$ cat src/rtl/xy_stim_if.sv
// Vector load / playback bundle between a sequence source (master) and
// xy_stim_gen (slave).
//
// Handshake: a vector {in_x, in_y, in_hold} transfers on a rising edge where
// in_valid && in_ready are both 1. The master holds in_valid and the payload
// stable until that edge. in_ready depends only on registered FIFO occupancy,
// never on in_valid, so there is no combinational loop back to the source.
interface xy_stim_if #(
    parameter int DEPTH = 8,
    parameter int CNT_W = 4
);
    localparam int LVL_W = $clog2(DEPTH + 1);

    logic             in_valid;
    logic             in_ready;
    logic             in_x;
    logic             in_y;
    logic [CNT_W-1:0] in_hold;
    logic             run;
    logic             x;
    logic             y;
    logic             busy;
    logic             done;
    logic [LVL_W-1:0] level;
    logic             dbg_state;   // 0 = IDLE, 1 = PLAY

    modport master (
        output in_valid, in_x, in_y, in_hold, run,
        input  in_ready, x, y, busy, done, level, dbg_state
    );

    modport slave (
        input  in_valid, in_x, in_y, in_hold, run,
        output in_ready, x, y, busy, done, level, dbg_state
    );
endinterface

$ cat src/rtl/xy_stim_gen.sv
// Buffers (x, y, hold) vectors in a small FIFO and plays them out on
// registered x/y drives, each vector lasting hold+1 cycles with no gap
// between consecutive vectors while run stays high.
module xy_stim_gen #(
    parameter int DEPTH = 8,
    parameter int CNT_W = 4
) (
    input  logic      clk,
    input  logic      rst_b,
    xy_stim_if.slave  bus
);
    localparam int LVL_W = $clog2(DEPTH + 1);
    localparam int PTR_W = $clog2(DEPTH);
    localparam int ENT_W = CNT_W + 2;
    localparam logic [LVL_W-1:0] FULL_LVL = LVL_W'(DEPTH);

    typedef enum logic {
        S_IDLE = 1'b0,
        S_PLAY = 1'b1
    } state_t;

    state_t           state_q, state_d;
    logic [ENT_W-1:0] mem_q [DEPTH];
    logic [PTR_W-1:0] wr_ptr_q, rd_ptr_q;
    logic [LVL_W-1:0] level_q, level_d;
    logic [CNT_W-1:0] rem_q, rem_d;
    logic             x_q, x_d;
    logic             y_q, y_d;
    logic             done_q, done_d;
    logic             can_push;
    logic             push;
    logic             pop;
    logic             has_entry;
    logic [ENT_W-1:0] head;

    // Acceptance and pop eligibility both look at registered occupancy only,
    // so a same-cycle pop never frees space for a push and an entry pushed
    // this cycle can never be popped this cycle.
    assign can_push  = (level_q != FULL_LVL);
    assign push      = bus.in_valid && can_push;
    assign has_entry = (level_q != '0);
    assign head      = mem_q[rd_ptr_q];

    // FIFO storage; contents need no reset because level gates every read.
    always_ff @(posedge clk) begin
        if (push) begin
            mem_q[wr_ptr_q] <= {bus.in_x, bus.in_y, bus.in_hold};
        end
    end

    // Next state, playback counter, drive values and FIFO pop decision.
    always_comb begin
        state_d = state_q;
        rem_d   = rem_q;
        x_d     = x_q;
        y_d     = y_q;
        done_d  = 1'b0;
        pop     = 1'b0;
        case (state_q)
            S_IDLE: begin
                if (bus.run && has_entry) begin
                    pop     = 1'b1;
                    x_d     = head[ENT_W-1];
                    y_d     = head[ENT_W-2];
                    rem_d   = head[CNT_W-1:0];
                    state_d = S_PLAY;
                end
            end
            S_PLAY: begin
                if (rem_q != '0) begin
                    rem_d = rem_q - CNT_W'(1);
                end else if (!has_entry) begin
                    // Drained: report completion once, keep last drive.
                    state_d = S_IDLE;
                    done_d  = 1'b1;
                end else if (bus.run) begin
                    // Back-to-back vector, no idle cycle in between.
                    pop   = 1'b1;
                    x_d   = head[ENT_W-1];
                    y_d   = head[ENT_W-2];
                    rem_d = head[CNT_W-1:0];
                end else begin
                    // Paused at a vector boundary with entries still queued.
                    state_d = S_IDLE;
                end
            end
            default: state_d = S_IDLE;
        endcase
    end

    // Occupancy update; simultaneous push and pop cancel.
    always_comb begin
        level_d = level_q;
        case ({push, pop})
            2'b10:   level_d = level_q + LVL_W'(1);
            2'b01:   level_d = level_q - LVL_W'(1);
            default: level_d = level_q;
        endcase
    end

    // State, pointer and output registers with synchronous flush.
    always_ff @(posedge clk) begin
        if (!rst_b) begin
            state_q  <= S_IDLE;
            wr_ptr_q <= '0;
            rd_ptr_q <= '0;
            level_q  <= '0;
            rem_q    <= '0;
            x_q      <= 1'b0;
            y_q      <= 1'b0;
            done_q   <= 1'b0;
        end else begin
            state_q <= state_d;
            level_q <= level_d;
            rem_q   <= rem_d;
            x_q     <= x_d;
            y_q     <= y_d;
            done_q  <= done_d;
            if (push) begin
                wr_ptr_q <= wr_ptr_q + PTR_W'(1);
            end
            if (pop) begin
                rd_ptr_q <= rd_ptr_q + PTR_W'(1);
            end
        end
    end

    assign bus.in_ready  = can_push;
    assign bus.x         = x_q;
    assign bus.y         = y_q;
    assign bus.busy      = (state_q == S_PLAY);
    assign bus.done      = done_q;
    assign bus.level     = level_q;
    assign bus.dbg_state = state_q;
endmodule
$ cat src/flat_wrapper.sv
// flat-port wrapper written by rule: the top's interface ports become plain ports
module xy_stim_gen_flat 
#(
    parameter int DEPTH = 8,
    parameter int CNT_W = 4
)
  (clk, rst_b, bus_in_valid, bus_in_x, bus_in_y, bus_in_hold, bus_run, bus_in_ready, bus_x, bus_y, bus_busy, bus_done, bus_level, bus_dbg_state);
  xy_stim_if #(.DEPTH(DEPTH), .CNT_W(CNT_W)) bus_i ();
  input  logic clk;
  input  logic rst_b;
  input wire logic [$bits(bus_i.in_valid)-1:0] bus_in_valid;
  input wire logic [$bits(bus_i.in_x)-1:0] bus_in_x;
  input wire logic [$bits(bus_i.in_y)-1:0] bus_in_y;
  input wire logic [$bits(bus_i.in_hold)-1:0] bus_in_hold;
  input wire logic [$bits(bus_i.run)-1:0] bus_run;
  output wire logic [$bits(bus_i.in_ready)-1:0] bus_in_ready;
  output wire logic [$bits(bus_i.x)-1:0] bus_x;
  output wire logic [$bits(bus_i.y)-1:0] bus_y;
  output wire logic [$bits(bus_i.busy)-1:0] bus_busy;
  output wire logic [$bits(bus_i.done)-1:0] bus_done;
  output wire logic [$bits(bus_i.level)-1:0] bus_level;
  output wire logic [$bits(bus_i.dbg_state)-1:0] bus_dbg_state;
  assign bus_i.in_valid = bus_in_valid;
  assign bus_i.in_x = bus_in_x;
  assign bus_i.in_y = bus_in_y;
  assign bus_i.in_hold = bus_in_hold;
  assign bus_i.run = bus_run;
  assign bus_in_ready = bus_i.in_ready;
  assign bus_x = bus_i.x;
  assign bus_y = bus_i.y;
  assign bus_busy = bus_i.busy;
  assign bus_done = bus_i.done;
  assign bus_level = bus_i.level;
  assign bus_dbg_state = bus_i.dbg_state;
  xy_stim_gen #(.DEPTH(DEPTH), .CNT_W(CNT_W)) u_core (.clk(clk), .rst_b(rst_b), .bus(bus_i));
endmodule
$ cat config.mk
export PLATFORM = sky130hd
export DESIGN_NAME = xy_stim_gen_flat
export DESIGN_NICKNAME = d
export VERILOG_FILES = /design/src/rtl/xy_stim_if.sv /design/src/rtl/xy_stim_gen.sv /design/src/flat_wrapper.sv
export SDC_FILE = /design/constraint.sdc
export NUM_CORES = 1
export LEC_CHECK = 0
export ABC_AREA = 0
export CORE_AREA = 2 2 77 79
export CTS_BUF_LIST = sky130_fd_sc_hd__clkbuf_16
export CTS_CLUSTER_DIAMETER = 40
export DETAILED_ROUTE_END_ITERATION = 12
export DIE_AREA = 0 0 79 81
export PLACE_DENSITY = 0.73
export SLEW_MARGIN = 20
export SYNTH_ARGS = -nofsm -noshare
export SYNTH_HDL_FRONTEND = slang
export SYNTH_SLANG_ARGS = --single-unit
$ cat constraint.sdc
create_clock -name clk -period 4.35 [get_ports clk]
set_clock_uncertainty 0.15 [all_clocks]
set_input_delay 1.305 -clock clk [delete_from_list [all_inputs] [get_ports clk]]
set_output_delay 1.305 -clock clk [all_outputs]
set_load 0.005 [all_outputs]
==> Word-level counts from Yosys, hierarchy flattened <==
Memories as Yosys holds them, arrays and structs flattened. A register that Yosys moved wholly into a read port is not among the register bits.
Index checks and enable logic that the tools add are counted.
{ "totals": {"inputBits": 10, "elab_cells": 61, "mem_bits_rw": 48, "out_inout_bits": 10, "reg_bits": 18, "memories": 1} }
{ "op_classes": {"reduce_logical": 8, "mux": 28, "n_eq_ne": 9, "add_sub_neg": 5, "bitwise": 2} }
{ "memory_table": {"columns": ["memory", "words", "width", "rd", "rd_clocked_by_memory_dff", "wr", "line", "source"], "rows": [
  ["u_core.mem_q", 8, 6, 1, 1, 1, "xy_stim_gen.sv:23", "logic [ENT_W-1:0] mem_q [DEPTH];"]
]} }
{ "op_table": {"columns": ["cell", "count"], "rows": [
  ["1-bit 2-to-1 mux", 16],
  ["4-bit 2-to-1 mux", 4],
  ["4-bit one-hot mux with 2 select lines", 2],
  ["1-bit one-hot mux with 2 select lines", 4],
  ["4-bit nonzero test", 2],
  ["4-bit by 1-bit subtractor with 4-bit output, second input constant", 2],
  ["3-bit by 1-bit adder with 3-bit output, second input constant", 2],
  ["3-bit 2-to-1 mux", 2],
  ["2-bit != test, second input constant", 3],
  ["3-bit != test, second input constant", 2],
  ["4-bit by 1-bit adder with 4-bit output, second input constant", 1],
  ["4-bit != test, second input constant", 1],
  ["4-bit AND reduction", 1],
  ["3-bit AND reduction", 1],
  ["3-bit OR reduction", 1],
  ["2-bit by 1-bit == test with 1-bit output, second input constant", 1],
  ["2-bit == test, second input constant", 1],
  ["1-bit logical AND", 2],
  ["2-bit by 1-bit != test with 1-bit output, second input constant", 1],
  ["1-bit NOT", 2],
  ["2-bit nonzero test", 1]
]} }

==> Logic depth before layout (Yosys ltp) <==
{ "logic_depth": {"depth_word": 6, "mapped_depth": 12, "depth_no_buf": 11} }

==> Worst setup path before layout <==
No wires, ideal clock.
{ "synth_timing": {"path_kind": "input to register", "from": "input bus_run", "to": "register u_core.level_q[2], in the netlist u_core.bus.level[2]", "cell_stages": 10, "slack_ns": 1.291, "n_path_buf": 1, "t_arrival_ns": 2.839, "path_cell_list": "o41ai_4 > a21oi_2 > buf_6 > ha_1 > xor2_1 > ha_1 > a21oi_1 > xor2_1 > or3_1 > a21oi_1"} }
{ "synth_via": {"elab_chain_len": 6, "word_cells_on_any_way": 10, "cone_classes": "eq/ne: 2; mux: 6; reduce/logical: 2"} }
{ "synth_rtl": {"columns": ["item", "line", "source"], "rows": [
  ["start, declared", "flat_wrapper.sv:15", "input wire logic [$bits(bus_i.run)-1:0] bus_run;"],
  ["1-bit 2-to-1 mux", "xy_stim_gen.sv:76", "end else if (bus.run) begin"],
  ["1-bit 2-to-1 mux", "xy_stim_gen.sv:72", "end else if (!has_entry) begin"],
  ["1-bit 2-to-1 mux", "xy_stim_gen.sv:70", "if (rem_q != '0) begin"],
  ["1-bit one-hot mux with 2 select lines (*)", "xy_stim_gen.sv:59", "case (state_q)"],
  ["2-bit by 1-bit == test with 1-bit output / 2-bit == test (equally long branches)", "xy_stim_gen.sv:94", "case ({push, pop})"],
  ["4-bit one-hot mux with 2 select lines / 2-bit nonzero test (equally long branches)", null, null],
  ["end signal, assigned", "xy_stim_gen.sv:114", "level_q <= level_d;"],
  ["end, declared", "xy_stim_gen.sv:25", "logic [LVL_W-1:0] level_q, level_d;"]
]} }
Every way passes the cells marked *; elsewhere a longest branch is shown, timed or not.
A chain may end at the register's enable or synchronous reset.

==> Final worst setup path <==
{ "layout_timing": {"from": "register u_core.level_q[1], in the netlist u_core.bus.level[1]", "to": "output bus_in_ready"} }
{ "layout_via": {"elab_chain_len": 1} }
{ "layout_rtl": {"columns": ["item", "line", "source"], "rows": [
  ["4-bit != test", "xy_stim_gen.sv:39", "assign can_push = (level_q != FULL_LVL);"],
  ["end, declared", "flat_wrapper.sv:16", "output wire logic [$bits(bus_i.in_ready)-1:0] bus_in_ready;"]
]} }
No other way between the ends.

==> reports/qor.txt <==
status: finished, final reports clean
DIE WIDTH: 79 um
Synth Warn #: 0
HP Class: register to register
Tmin final: 3.40 ns
Num CTS Buffers: 9
multi-input logic area: 975 um2
Die ar.: 6400 um2
Clock transition at path regs: 0.05 ns
TritonRoute pass-1 iters: 4
Yosys reg bits: 69
IR drop worst, VDD: 0.000383 V
cell type with the largest total area after synthesis: edfxtp_1
H-tree depth: 3
synthesis-to-layout area growth: 18.3%
most common cell after layout, fill and taps aside: edfxtp_1
initial antenna violation count: 0
Worst Tran Pin Value: 0.769 ns
Post-Place Setup Slack: 0.715 ns
ys async rst share: 0
Post-Syn Nets: 206
CP required: 2.89 ns
syn avg cell area: 15.5 um2
crit share post-route: 0.782
Relative slew margins: 0.486
post-synthesis sequential area ratio: 0.635
port bufs: 19
max frequency: 294 MHz
DR vias: 1580
synth unique cells: 43
# diodes: 0
Lkg Pwr: 1.19 nW
area share of the largest cell type after synthesis: 0.491
DR iter-0 viols: 33
Final Wtd Congestion: 0.703
final hold viol count: 0
fraction of layout cells with a size suffix above 1: 0.129
Power, Total: 2.20 mW
CTS Buffer Depth: 2
Post-synth EDFFs: 48
RSZ-0062 raised after global routing: false
clock sinks: 69
routed vias/inst: 5.41
clk_lat worst skew: 0.33 ns
FF+latch area: 1860 um2
critical path type: register to primary output
first-pass GRT wire length: 8.00 mm
top cells by area, synth: edfxtp_1 (49%), dfxtp_1 (14%), mux4_1 (8.1%)
Final TNS setup: 0 ns
Rows: 28
Ports: 20
PwrDens: 633 nW/um2
GR Overflow Total: 0
WP data arrival: 1.95 ns
Post-Syn Area: 2930 um2
Final Util: 0.611
Core Box Area: 5680 um2
Layout Nets: 230
crit end category: primary output
CTS tree: yes
top_reg_cell synth: edfxtp_1
largest net degree at the start of global routing: 14
max-cap check violation count: 0
# hold bufs at CTS: 0
number of global-route vias before repair: 1578
final WL: 5.06 mm
die height: 81 um
HPWL Detailed: 3.23 mm
initial core utilization: 0.517
wire length per cell: 17.3 um
max-slew violations: 0
Setup WS post-layout: 0.947 ns
Antenna Nets Post-Route: 0
GR Util All Layers: 0.178
Fill cells: 435
CP max FO: 9
# DRC: 0
Syn Inst Count: 189
cts repair resizes: 0
most frequent cells in the layout: edfxtp_1 (48), dfxtp_1 (21), clkdlybuf4s50_1 (19)
Startpoint Class: register
Post-CTS Setup Bufs: 0
CTS root buf: clkbuf_16
Final setup viols: 0
stage by stage:
| stage | instances | hold WS (ns) | cell area (um2) |
|---|---|---|---|
| 6_report | 292 | 0.353 | 3470 |
| 5_1_grt | 292 | 0.375 | 3470 |
| 4_1_cts | 292 | 0.354 | 3470 |
| 3_5_place_dp | 277 | 0.339 | 3150 |
| 3_3_place_gp | 277 | 0.329 | 3150 |
| 2_1_floorplan | 189 | 0.312 | 2930 |
final cells by class:
type	count	share of cell area
inverters	3	0.00325
clock inverters	6	0.0256
well taps	75	0.0271
clock buffers	9	0.0649
repair buffers	22	0.0613
flip-flops and latches	69	0.537
multi-input cells	108	0.281
cell usage after synthesis (2+ instances only):
master	instances
nand2b_1	4
buf_2	2
mux4_2	3
edfxtp_1	48
buf_6	2
o21ai_0	3
nand2_1	10
nand3b_1	4
ha_1	7
nor2_1	14
inv_1	3
xor2_1	5
nand3_1	4
and3_1	2
mux2i_1	8
dfxtp_1	21
a21oi_1	11
mux4_1	9
nor3_1	5
cells by family (layout without fill, tap and decap cells):
| kind of cell | count (synthesis) | after routing | synth area share |
|---|---|---|---|
| and+or+nand+nor | 52 | 52 | 0.0956 |
| xor gates and xnor gates | 6 | 6 | 0.0179 |
| buffers and inverters | 12 | 40 | 0.0328 |
| DFF | 69 | 69 | 0.635 |
| muxes | 21 | 21 | 0.135 |
| AOI/OAI and AO/OA | 22 | 22 | 0.0542 |
| adders and majority gates | 7 | 7 | 0.0299 |
where the power goes:
part	switching (mW)	internal, mW	total [mW]
logic	0.237	0.304	0.541
clock network	0.259	0.499	0.758
registers	0.106	0.790	0.896
state kept, by name (all words and copies together) (netlist names), named ones only:
name / flops
u_core.bus.busy: 1
u_core.bus.done: 1
u_core.bus.level: 4
u_core.bus.x: 1
u_core.bus.y: 1
u_core.mem_q: 48
u_core.rd_ptr_q: 3
u_core.rem_q: 4
u_core.wr_ptr_q: 3
worst max-delay path, stage by stage (launching register included):
cell and delay (ns):
dfxtp_1 0.41, or4b_1 0.70, clkdlybuf4s50_1 0.51
metal layers:
metal,vias to the layer above,part of all wire,GRT usage
met4,0,0.0095,0.0672
met2,32,0.51,0.302
met3,4,0.042,0.0700
li1,778,-,-
met1,766,0.44,0.207
met5,-,0,0
final timing paths:
| check | from | slack [ns] | endpoint | cells past startpoint |
|---|---|---|---|---|
| setup reg to reg | u_core.bus.level[1] | 1.60 | u_core.bus.level[2] | 9 |
| hold reg to reg | u_core.wr_ptr_q[0] | 0.35 | u_core.wr_ptr_q[0] | 2 |
| setup / recovery | u_core.bus.level[1] | 0.95 | bus_in_ready | 2 |
| hold / removal | u_core.wr_ptr_q[0] | 0.35 | u_core.wr_ptr_q[0] | 2 |
Power figures use the tool's default switching activity.
